$ cat config.mk
export PLATFORM = sky130hd
export DESIGN_NAME = alu_issue
export DESIGN_NICKNAME = d
export VERILOG_FILES = /design/src/rtl/alu_pkg.sv /design/src/rtl/alu.sv /design/src/rtl/alu_rsp_fifo.sv /design/src/rtl/alu_issue.sv
export SDC_FILE = /design/constraint.sdc
export NUM_CORES = 1
export LEC_CHECK = 0
export BUFFER_PORTS_ARGS = -buffer_cell sky130_fd_sc_hd__buf_2
export CORE_MARGIN = 2
export CORE_UTILIZATION = 47
export DETAILED_ROUTE_END_ITERATION = 10
export GPL_TIMING_DRIVEN = 0
export HOLD_SLACK_MARGIN = 0.05
export PLACE_DENSITY = 0.74
export SYNTH_ARGS = -nofsm -noshare
export SYNTH_HDL_FRONTEND = slang
export SYNTH_HIERARCHICAL = 1
export SYNTH_SLANG_ARGS = --single-unit
$ cat constraint.sdc
create_clock -name clk -period 6.8 [get_ports clk]
set_input_delay 1.02 -clock clk [delete_from_list [all_inputs] [get_ports clk]]
set_output_delay 1.02 -clock clk [all_outputs]
set_load 0.05 [all_outputs]
$ cat src/rtl/alu_pkg.sv
// alu_pkg: shared opcode encoding, reserved-opcode screen and default datapath width
package alu_pkg;
  localparam int DEFAULT_DATA_W = 32;
  typedef enum logic [2:0] {
    OP_ADD  = 3'b000,
    OP_SUB  = 3'b001,
    OP_RSV2 = 3'b010,
    OP_RSV3 = 3'b011,
    OP_AND  = 3'b100,
    OP_OR   = 3'b101,
    OP_XOR  = 3'b110,
    OP_SLTU = 3'b111
  } opcode_t;
  function automatic logic is_reserved_op(input logic [2:0] op);
    return op[2:1] == 2'b01;
  endfunction
endpackage

$ cat src/rtl/alu.sv
// alu: combinational datapath; reserved codes pass in1 through and are screened upstream
module alu
  import alu_pkg::*;
#(
  parameter int DATA_W = DEFAULT_DATA_W
) (
  input  logic [DATA_W-1:0] in1,
  input  logic [DATA_W-1:0] in2,
  input  logic [2:0]        opcode,
  output logic [DATA_W-1:0] out
);
  always_comb begin
    out = in1;
    case (opcode_t'(opcode))
      OP_ADD:  out = in1 + in2;
      OP_SUB:  out = in1 - in2;
      OP_AND:  out = in1 & in2;
      OP_OR:   out = in1 | in2;
      OP_XOR:  out = in1 ^ in2;
      OP_SLTU: out = DATA_W'(in1 < in2);
      default: out = in1;
    endcase
  end
endmodule

$ cat src/rtl/alu_rsp_fifo.sv
// alu_rsp_fifo: power-of-2 synchronous FIFO; head is read straight from the storage registers
module alu_rsp_fifo #(
  parameter int W     = 8,
  parameter int DEPTH = 4
) (
  input  logic                   clk,
  input  logic                   rst,
  input  logic                   push,
  input  logic [W-1:0]           din,
  input  logic                   pop,
  output logic [W-1:0]           dout,
  output logic                   valid,
  output logic [$clog2(DEPTH):0] count
);
  localparam int AW = $clog2(DEPTH);
  logic [W-1:0]  mem [DEPTH];
  logic [AW-1:0] wptr, rptr;
  always_ff @(posedge clk or posedge rst) begin
    if (rst) begin
      for (int i = 0; i < DEPTH; i++) mem[i] <= '0;
      wptr  <= '0;
      rptr  <= '0;
      count <= '0;
    end else begin
      if (push) begin
        mem[wptr] <= din;
        wptr      <= wptr + AW'(1);
      end
      if (pop) rptr <= rptr + AW'(1);
      count <= count + (AW+1)'(push) - (AW+1)'(pop);
    end
  end
  assign dout  = mem[rptr];
  assign valid = count != '0;
endmodule

$ cat src/rtl/alu_issue.sv
// alu_issue: valid/ready front-end that registers requests, drives the alu and buffers tagged results in order
module alu_issue
  import alu_pkg::*;
#(
  parameter int DATA_W     = DEFAULT_DATA_W,
  parameter int TAG_W      = 4,
  parameter int FIFO_DEPTH = 4
) (
  input  logic              clk,
  input  logic              rst,
  input  logic              req_valid,
  output logic              req_ready,
  input  logic [DATA_W-1:0] req_in1,
  input  logic [DATA_W-1:0] req_in2,
  input  logic [2:0]        req_opcode,
  input  logic [TAG_W-1:0]  req_tag,
  output logic              rsp_valid,
  input  logic              rsp_ready,
  output logic [DATA_W-1:0] rsp_data,
  output logic [TAG_W-1:0]  rsp_tag,
  output logic              rsp_err,
  output logic [15:0]       op_cnt,
  output logic [15:0]       err_cnt
);
  localparam int CW = $clog2(FIFO_DEPTH) + 1;
  localparam int EW = DATA_W + TAG_W + 1;
  logic              iss_v, iss_err, accept, rsv;
  logic [DATA_W-1:0] iss_in1, iss_in2, alu_out, res;
  logic [2:0]        iss_op;
  logic [TAG_W-1:0]  iss_tag;
  logic [CW-1:0]     count;
  logic [EW-1:0]     head;
  // in-flight issue slot counts against capacity so a push never meets a full FIFO
  assign req_ready = (count + CW'(iss_v)) < CW'(FIFO_DEPTH);
  assign accept    = req_valid && req_ready;
  assign rsv       = is_reserved_op(req_opcode);
  assign res       = iss_err ? '0 : alu_out;
  assign {rsp_data, rsp_tag, rsp_err} = head;
  alu #(.DATA_W(DATA_W)) u_alu (
    .in1   (iss_in1),
    .in2   (iss_in2),
    .opcode(iss_op),
    .out   (alu_out)
  );
  always_ff @(posedge clk or posedge rst) begin
    if (rst) begin
      iss_v   <= 1'b0;
      iss_err <= 1'b0;
      iss_in1 <= '0;
      iss_in2 <= '0;
      iss_op  <= '0;
      iss_tag <= '0;
      op_cnt  <= '0;
      err_cnt <= '0;
    end else begin
      iss_v <= accept;
      if (accept) begin
        iss_in1 <= req_in1;
        iss_in2 <= req_in2;
        iss_op  <= req_opcode;
        iss_tag <= req_tag;
        iss_err <= rsv;
      end
      if (accept && !rsv && op_cnt != 16'hFFFF) op_cnt <= op_cnt + 16'd1;
      if (accept && rsv && err_cnt != 16'hFFFF) err_cnt <= err_cnt + 16'd1;
    end
  end
  alu_rsp_fifo #(.W(EW), .DEPTH(FIFO_DEPTH)) u_fifo (
    .clk  (clk),
    .rst  (rst),
    .push (iss_v),
    .din  ({res, iss_tag, iss_err}),
    .pop  (rsp_valid && rsp_ready),
    .dout (head),
    .valid(rsp_valid),
    .count(count)
  );
endmodule

# [Word level (Yosys, flattened, before mapping)]
# Cells that the tools add are included.
[totals] regBits=260 input_bits=75 out_inout_bits=71
[op_classes] addsub=8 magnitude_cmp=5 n_eq_ne=8 muxes=8 bitwise_logic=5 n_reduce_logical=10
[op_table] operator="32-bit one-hot mux with 6 select lines" count=1
[op_table] operator="148-bit bitwise mux" count=1
[op_table] operator="37-bit two-way mux" count=3
[op_table] operator="37-bit binary-select mux with 2-bit select" count=1
[op_table] operator="37-bit demux with 2-bit select" count=1
[op_table] operator="16-bit by 1-bit adder with 16-bit output, second input constant" count=2
[op_table] operator="32-bit adder" count=1
[op_table] operator="32-bit bitwise AND" count=1
[op_table] operator="32-bit less-than comparator" count=1
[op_table] operator="32-bit two-way mux" count=1
[op_table] operator="16-bit inequality test, second input constant" count=2
[op_table] operator="32-bit OR" count=1
[op_table] operator="32-bit subtractor" count=1
[op_table] operator="32-bit bitwise XOR" count=1
[op_table] operator="3-bit equality test, second input constant" count=4
[op_table] operator="1-bit logical AND" count=7
[op_table] operator="3-bit >= comparator, second input constant" count=2
[op_table] operator="2-bit inverter with 3-bit output" count=2
[op_table] operator="2-bit by 1-bit adder with 2-bit output, second input constant" count=2
[op_table] operator="3-bit by 1-bit adder with 3-bit output" count=1
[op_table] operator="3-bit by 1-bit equality test with 1-bit output, second input constant" count=1
[op_table] operator="3-bit zero test" count=1
[op_table] operator="3-bit by 1-bit less-than comparator with 1-bit output, second input constant" count=1
[op_table] operator="3-bit less-than comparator, second input constant" count=1
[op_table] operator="other kinds (4)" count=4

# [Depth between registers and ports, before layout]
# Gate-level depths: netlist of run 1.
[logic_depth] word_depth=6 depth_mapped=16

# [By module]
# The synthesis of run 1 kept the hierarchy.
[by_module_without_submodules] mod="alu_rsp_fifo" instances=1 cells_per_inst=388 area_each_um2=7404.6 seq_area_each_um2=3878.7
[by_module_without_submodules] mod="alu" instances=1 cells_per_inst=856 area_each_um2=5514.0 seq_area_each_um2=0.0
[by_module_without_submodules] mod="alu_issue" instances=1 cells_per_inst=478 area_each_um2=4490.6 seq_area_each_um2=2627.5

# [Worst setup path before layout of run 1]
# Ideal clock, no wire load.
[synth_timing] path_type="flip-flop to flip-flop" start="register iss_in1[15]" end="register u_fifo/mem[71] (netlist name)" setup_time_ns=0.125 t_arrival_ns=3.833 slack_ns=2.842 path_stages_with_launch=16 path_buffers=1 path_cell_list="dfrtp_1 -> inv_1 -> ha_1 -> buf_6 -> or4_4 -> or4_4 -> or4_4 -> nor4_2 -> nor2_1 -> a211oi_2 -> o211ai_1 -> a32oi_1 -> mux2i_1 -> a221oi_2 -> nor2b_1 -> mux2_4"
[synth_between] elab_chain_len=4
[synth_lines] item="start: declaration" line="alu_issue.sv:28" rtl="logic [DATA_W-1:0] iss_in1, iss_in2, alu_out, res;"
[synth_lines] item="start signal: assignment" line="alu_issue.sv:58" rtl="iss_in1 <= req_in1;"
[synth_lines] item="32-bit subtractor or 32-bit adder (tied branches)" line="alu.sv:16, alu.sv:15"
[synth_lines] item="32-bit one-hot mux with 6 select lines (*)" line="alu.sv:14" rtl="case (opcode_t'(opcode))"
[synth_lines] item="named net alu_out[29]" line="alu_issue.sv:28"
[synth_lines] item="32-bit two-way mux (*)" line="alu_issue.sv:37" rtl="assign res = iss_err ? '0 : alu_out;"
[synth_lines] item="named net res[29]" line="alu_issue.sv:28"
[synth_lines] item="148-bit bitwise mux (*)" line="alu_rsp_fifo.sv:26" rtl="mem[wptr] <= din;"
[synth_lines] item="end signal: indexed assignment" line="alu_rsp_fifo.sv:26"
[synth_lines] item="end: declaration" line="alu_rsp_fifo.sv:16" rtl="logic [W-1:0] mem [DEPTH];"
# The timed path passes the listed nets; every way through them passes the cells marked *.
# A chain may end at the register's enable or synchronous reset.

# [Worst setup path in the final report of run 1]
[layout_timing] start="register iss_in1[18]" end="register u_fifo/mem[110] (netlist name)"
# Same word-level chain as after synthesis.

==> reports/metrics.cfg, run 1 <==
[outcome]
outcome=finished, final reports clean

[worst_setup_path]
worstSetupStartpoint=iss_in1[18]
rr_worst_depth=15
critPathKind=flop to flop
worst_ep_arrival_time_ns=5.50
rr_endpoint=u_fifo/mem[110]
cp-start-kind=flop
reg2reg_from=iss_in1[18]
cp-end-kind=flop
endpoint=u_fifo/mem[110]
r2r_slack_ns=1.76
required_ns=7.26
worstPathMaxFanout=9

[synth]
ys.flop_type=dfrtp_1
synthAdderAreaFrac_pct=8.83
syn_nets=1918
synth_area_um2=17400
syn_inst=1722
synth-edff-count=0
yosys.area_share.simple_pct=14.4
synth.distinct_cells=78
synthTopCellsByArea=dfrtp_1, mux2_4, ha_1
synth_seq_cells=260
netlist.top_cell.by_area=dfrtp_1
synthMuxAreaShare_pct=18.3
synth_xor_area_share_pct=3.16
yosysWarnings=6
synth-async-reset-ratio_pct=100
yosysTopAreaCellShare_pct=37.4
synth_top_family_by_area=multiplexers
seq_area_frac_synth_pct=37.4
synth_area_per_cell_um2=10.1
synth_compound_area_share_pct=11.9

[sta]
rsz0062_at_grt=false
fin_tns_setup_ns=0
relSlewSlack_pct=37.0
setup_viol=0
final_max_slew_viol_count=0
finalCritPeriodShare_pct=74.1
clock.fmax_ghz=0.198
final_hold_viol_count=0
min_period_ns=5.04
finalClockSkew_ns=0.0184
worst_pin_slew_ns=0.945

[cts]
cts_sinks=260
cts_hold_buf=0
cts_made_buffers=30
ctsResizeCount=0
cts.path.max_buffers=3
insertion_delay_ns=0.59
cts_max_level=1
cts.clk_slew.worst_paths_ns=0.06
cts_root_buffer=clkbuf_16
cts_setup_buffers=0
tritoncts=built

[global_routing]
grt_pass1_vias=14038
grt_first_pass_wirelength_um=80600
grt_usage_pct=26.7
antenna_found_initial=1
overflow=0
grt_max_degree=82

[drt]
post_drt_wl_per_cell_um=21.5
firstDrtPassIters=6
drtAntennaViolNets=0
vias=13763
drt_iter0_markers=1157
vias_per_cell=5.76
drc=0
drt-total-wl_um=51300

[floorplan]
io_pins=146
die-area_um2=38600
die_y_um=196
core-area_um2=36500
die_w_um=196
rows=70
start_util_pct=47.7

[placed_design]
port-buffer-count=145
place.gp.congestion=0.998
place_hpwl_um=38600

[hold_path]
hold_depth=1
hp-class=flop to flop

[layout]
area_delta_synth_final_pct=14.1
diodes=0
drive_above_1_share_pct=24.2
fin_nets=2097

[run]
cap_viol_max_count=0

==> cell usage after synthesis (7+ instances only) <==
cell        n
buf_2      26
ha_1      118
a211oi_1   27
nand2_1   289
inv_1     105
mux2_4    120
nor2b_1    45
buf_4       8
o21ai_0    79
buf_12     12
a31oi_1    12
mux4_2     38
and3_1      7
o21bai_1    9
nand2b_1    9
nor3_1     19
nand4_1    18
dfrtp_1   260
o211ai_1   21
o31ai_1    10
mux2_2     34
mux2i_1    14
nand3_1    24
a21oi_1    99
o21a_1     10
xnor2_1    47
nor2_1     93
clkbuf_1   42
xor2_1     14
==> cell usage in the layout (no fill, tap or decap), types with 6 or more instances in the layout <==
cell type  synthesis  final
nor2b_1           45     45
buf_2             26    171
nand2b_1           9      9
mux2_4           120    120
nor3_1            19     19
and3_1             7      7
inv_1            105    103
xnor2_1           47     47
o211ai_1          21     21
o31ai_1           10     10
a221oi_1           6      6
nand4_1           18     18
dfrtp_1          260    260
buf_4              8      8
o21ai_0           79     79
ha_1             118    118
mux2i_1           14     14
buf_12            12     12
a31oi_1           12     12
mux2_2            34     34
clkbuf_16          0     30
nor2_1            93     93
clkbuf_8           0      6
clkbuf_1          42     43
nand3_1           24     24
nand2_1          289    289
o21bai_1           9      9
xor2_1            14     14
a21oi_1           99     99
o22ai_1            6      6
nor4_1             6      6
o21a_1            10     10
a211oi_1          27     27
mux4_2            38     38
==> worst max-delay path, stage by stage, from the launching register on <==
cell	delay, ns
dfrtp_1	0.51
inv_1	0.11
ha_1	0.29
buf_2	0.17
or4_4	0.51
or4_4	0.54
or4_4	0.51
o32ai_1	0.15
nor2_1	0.20
and2_1	0.21
o41ai_1	0.47
a21oi_1	0.17
a31oi_1	0.20
o221ai_1	0.27
nor2b_1	0.27
mux2_2	0.30
==> routing by layer <==
metal	global-route usage, %	wire length (um)
met5	0	0
met4	9.68	2060
met3	4.71	3230
met2	42.5	23200
met1	36.8	22800
==> worst min path at each step <==
stage	startpoint	endpoint	slack, ns
CTS	op_cnt[7]	op_cnt[7]	0.49
detailed placement	op_cnt[7]	op_cnt[7]	0.48
global placement	op_cnt[7]	op_cnt[7]	0.47
global route	op_cnt[7]	op_cnt[7]	0.50
finish	op_cnt[7]	op_cnt[7]	0.49
floorplan	iss_in2[12]	iss_in2[12]	0.47
==> state kept, by name (all words and copies together) (netlist names), 2 cells and up <==
| name | count |
|---|---|
| iss_in1 | 32 |
| op_cnt | 16 |
| iss_in2 | 32 |
| u_fifo/wptr | 2 |
| u_fifo/mem | 148 |
| iss_tag | 4 |
| iss_op | 3 |
| u_fifo/count | 3 |
| err_cnt | 16 |
| u_fifo/rptr | 2 |
==> area by class of cell <==
class                      instances  area, um2
multi-input combinational       1260       9860
clock buffer                      37        837
buffer                            95        646
inverter                         107        409
fill                            3253      16700
tap                              468        586
timing repair buffer             147        781
sequential                       260       6510
clock inverter                    15        236
==> logic make-up (layout without fill, tap and decap cells) <==
group / count (synthesis) / count (layout)
multiplexers: 207 / 207
XOR/XNOR: 62 / 62
AND/OR/NAND/NOR: 543 / 543
flip-flops: 260 / 260
AO/OA/AOI/OAI: 327 / 327
buffers and inverters: 202 / 401
adder cells (fa/ha/maj): 121 / 121
==> stage by stage <==
| stage | cell area [um2] | hold WS [ns] | util [%] | cells | worst slack, ns |
|---|---|---|---|---|---|
| after floorplan | 17400 | 0.472 | - | 1722 | 1.60 |
| after global placement | 18700 | 0.473 | 51.3 | 2335 | 0.206 |
| after detailed placement | 18800 | 0.483 | 51.4 | 2337 | 1.92 |
| after CTS | 19900 | 0.492 | 54.4 | 2389 | 1.91 |
| after global routing | 19900 | 0.502 | 54.4 | 2389 | 1.67 |
| final | 19900 | 0.494 | 54.4 | 2389 | 1.76 |
Power of run 1 is left out: the tool's default activity adds up to more than one toggle a clock period on the data nets, which glitch-free logic cannot reach.
==> inputs of run 2 (changes only) <==
==> constraint.sdc (replaced) <==
create_clock -name clk -period 4.8 [get_ports clk]
set_input_delay 0.72 -clock clk [delete_from_list [all_inputs] [get_ports clk]]
set_output_delay 0.72 -clock clk [all_outputs]
set_load 0.05 [all_outputs]
==> reports/metrics.cfg, run 2 (synthesis results as in run 1) <==
[global_routing]
grtUsageMet2_pct=42.5
grt_max_degree=69
grt_usage_pct=27.0
grt_pass1_vias=13973
use_met3_pct=4.23
grt_most_used_layer=met2
grtUsageMet1_pct=38.0
overflow=0
antenna_found_initial=0
grt_first_pass_wirelength_um=80800

[sta]
final_max_slew_viol_count=0
min_period_ns=4.59
final_hold_viol_count=0
finalCritPeriodShare_pct=95.7
setup_viol=0
relSlewSlack_pct=37.6
rsz0062_at_grt=false
finalClockSkew_ns=0.0145
clock.fmax_ghz=0.218
worst_pin_slew_ns=0.936

[drt]
vias_per_cell=5.72
drt_iter0_markers=1023
drtAntennaViolNets=0
firstDrtPassIters=5
post_drt_wl_per_cell_um=21.6
drc=0
drt-total-wl_um=51800
vias=13684

[layout]
fin_nets=2100
diodes=0
final_cell_mix=nand2_1, dfrtp_1, buf_2
largest_reg_flops=148
largest-register=u_fifo/mem
drive_above_1_share_pct=24.2
fin_area_um2=19800
area_delta_synth_final_pct=13.8
layout_commonest_cell=nand2_1
top_regs=u_fifo/mem: 148 flops, iss_in1: 32 flops, iss_in2: 32 flops

[placed_design]
port-buffer-count=145
place.gp.congestion=0.993
placed_cell_area_um2=18800
place_hpwl_um=38900

[floorplan]
die_w_um=196
die-area_um2=38600
core-area_um2=36500
io_pins=146
rows=70
start_util_pct=47.7
die_y_um=196

[cts]
cts.clk_slew.worst_paths_ns=0.06
cts.path.max_buffers=3
insertion_delay_ns=0.58
cts_setup_buffers=0
cts_made_buffers=30
cts_max_level=1
tritoncts=built
cts_sinks=260
cts_root_buffer=clkbuf_16
cts_hold_buf=0

[worst_setup_path]
cp-end-kind=flop
required_ns=5.26
worst_ep_arrival_time_ns=5.05
critPathKind=flop to flop
cp-start-kind=flop
worstPathMaxFanout=8

[run]
cap_viol_max_count=0

[outcome]
outcome=finished, final reports clean

[hold_path]
hp-class=primary input to asynchronous set/reset pin

[run 2: changes by cell type in the layout (fill, tap and decap cells not counted), sizes merged]
cell and change:
buf +3, clkbuf +7, inv -1, bufinv -3
clkinv -2
[run 2: cell type report]
class | instances | area, um2
plain buffers | 95 | 647
clock buffers | 44 | 853
clock inverters | 9 | 115
fillers | 3215 | 16700
inverters | 107 | 408
multi-input cells | 1260 | 9860
flip-flops and latches | 260 | 6510
well taps | 468 | 586
repair buffers | 150 | 833
[run 2: stage by stage]
stage	cells	TNS [ns]	hold WS [ns]	setup WS [ns]	util [%]
6_report	2393	0	0.214	0.205	54.3
5_1_grt	2393	0	0.247	0.0110	54.3
4_1_cts	2393	0	0.212	0.0853	54.2
3_5_place_dp	2340	0	0.479	0.0907	51.6
3_3_place_gp	2335	-12.28	0.473	-0.138	51.3
2_1_floorplan	1722	0	0.472	0.842	-
[run 2: layer usage]
layer | wire [um] | vias up
met5 | 0 | -
met4 | 1760 | 0
met3 | 2910 | 110
met2 | 23400 | 429
met1 | 23700 | 6778
li1 | - | 6367
[run 2: worst paths after layout]
check	start	end	slack [ns]	cells past startpoint
max	iss_in2[15]	u_fifo/mem[147]	0.21	15
min in group clk	req_in2[15]	iss_in2[15]	0.32	3
max in group asynchronous	rst	u_fifo/mem[89]	3.49	5
min reg2reg	err_cnt[7]	err_cnt[7]	0.49	1
max reg2reg	iss_in2[15]	u_fifo/mem[147]	0.21	15
min	rst	iss_tag[2]	0.21	2
[run 2: worst max-delay path, cell delays in order (launching register included)]
cell      delay [ns]
dfrtp_1         0.43
inv_1           0.09
ha_1            0.29
buf_6           0.14
or4_4           0.56
or4_4           0.53
or4_4           0.50
o32ai_1         0.15
nor2_1          0.16
and2_1          0.21
o41ai_2         0.28
a21oi_1         0.14
a31oi_1         0.17
o221ai_1        0.24
nor2b_1         0.26
mux2_4          0.31
[run 2: timing repair]
action | CTS | global route
setup endpoints to repair | 0 | 8
resized for setup | 0 | 7
endpoints found under the hold margin | 0 | 0
Power of run 2 is left out for the same reason.
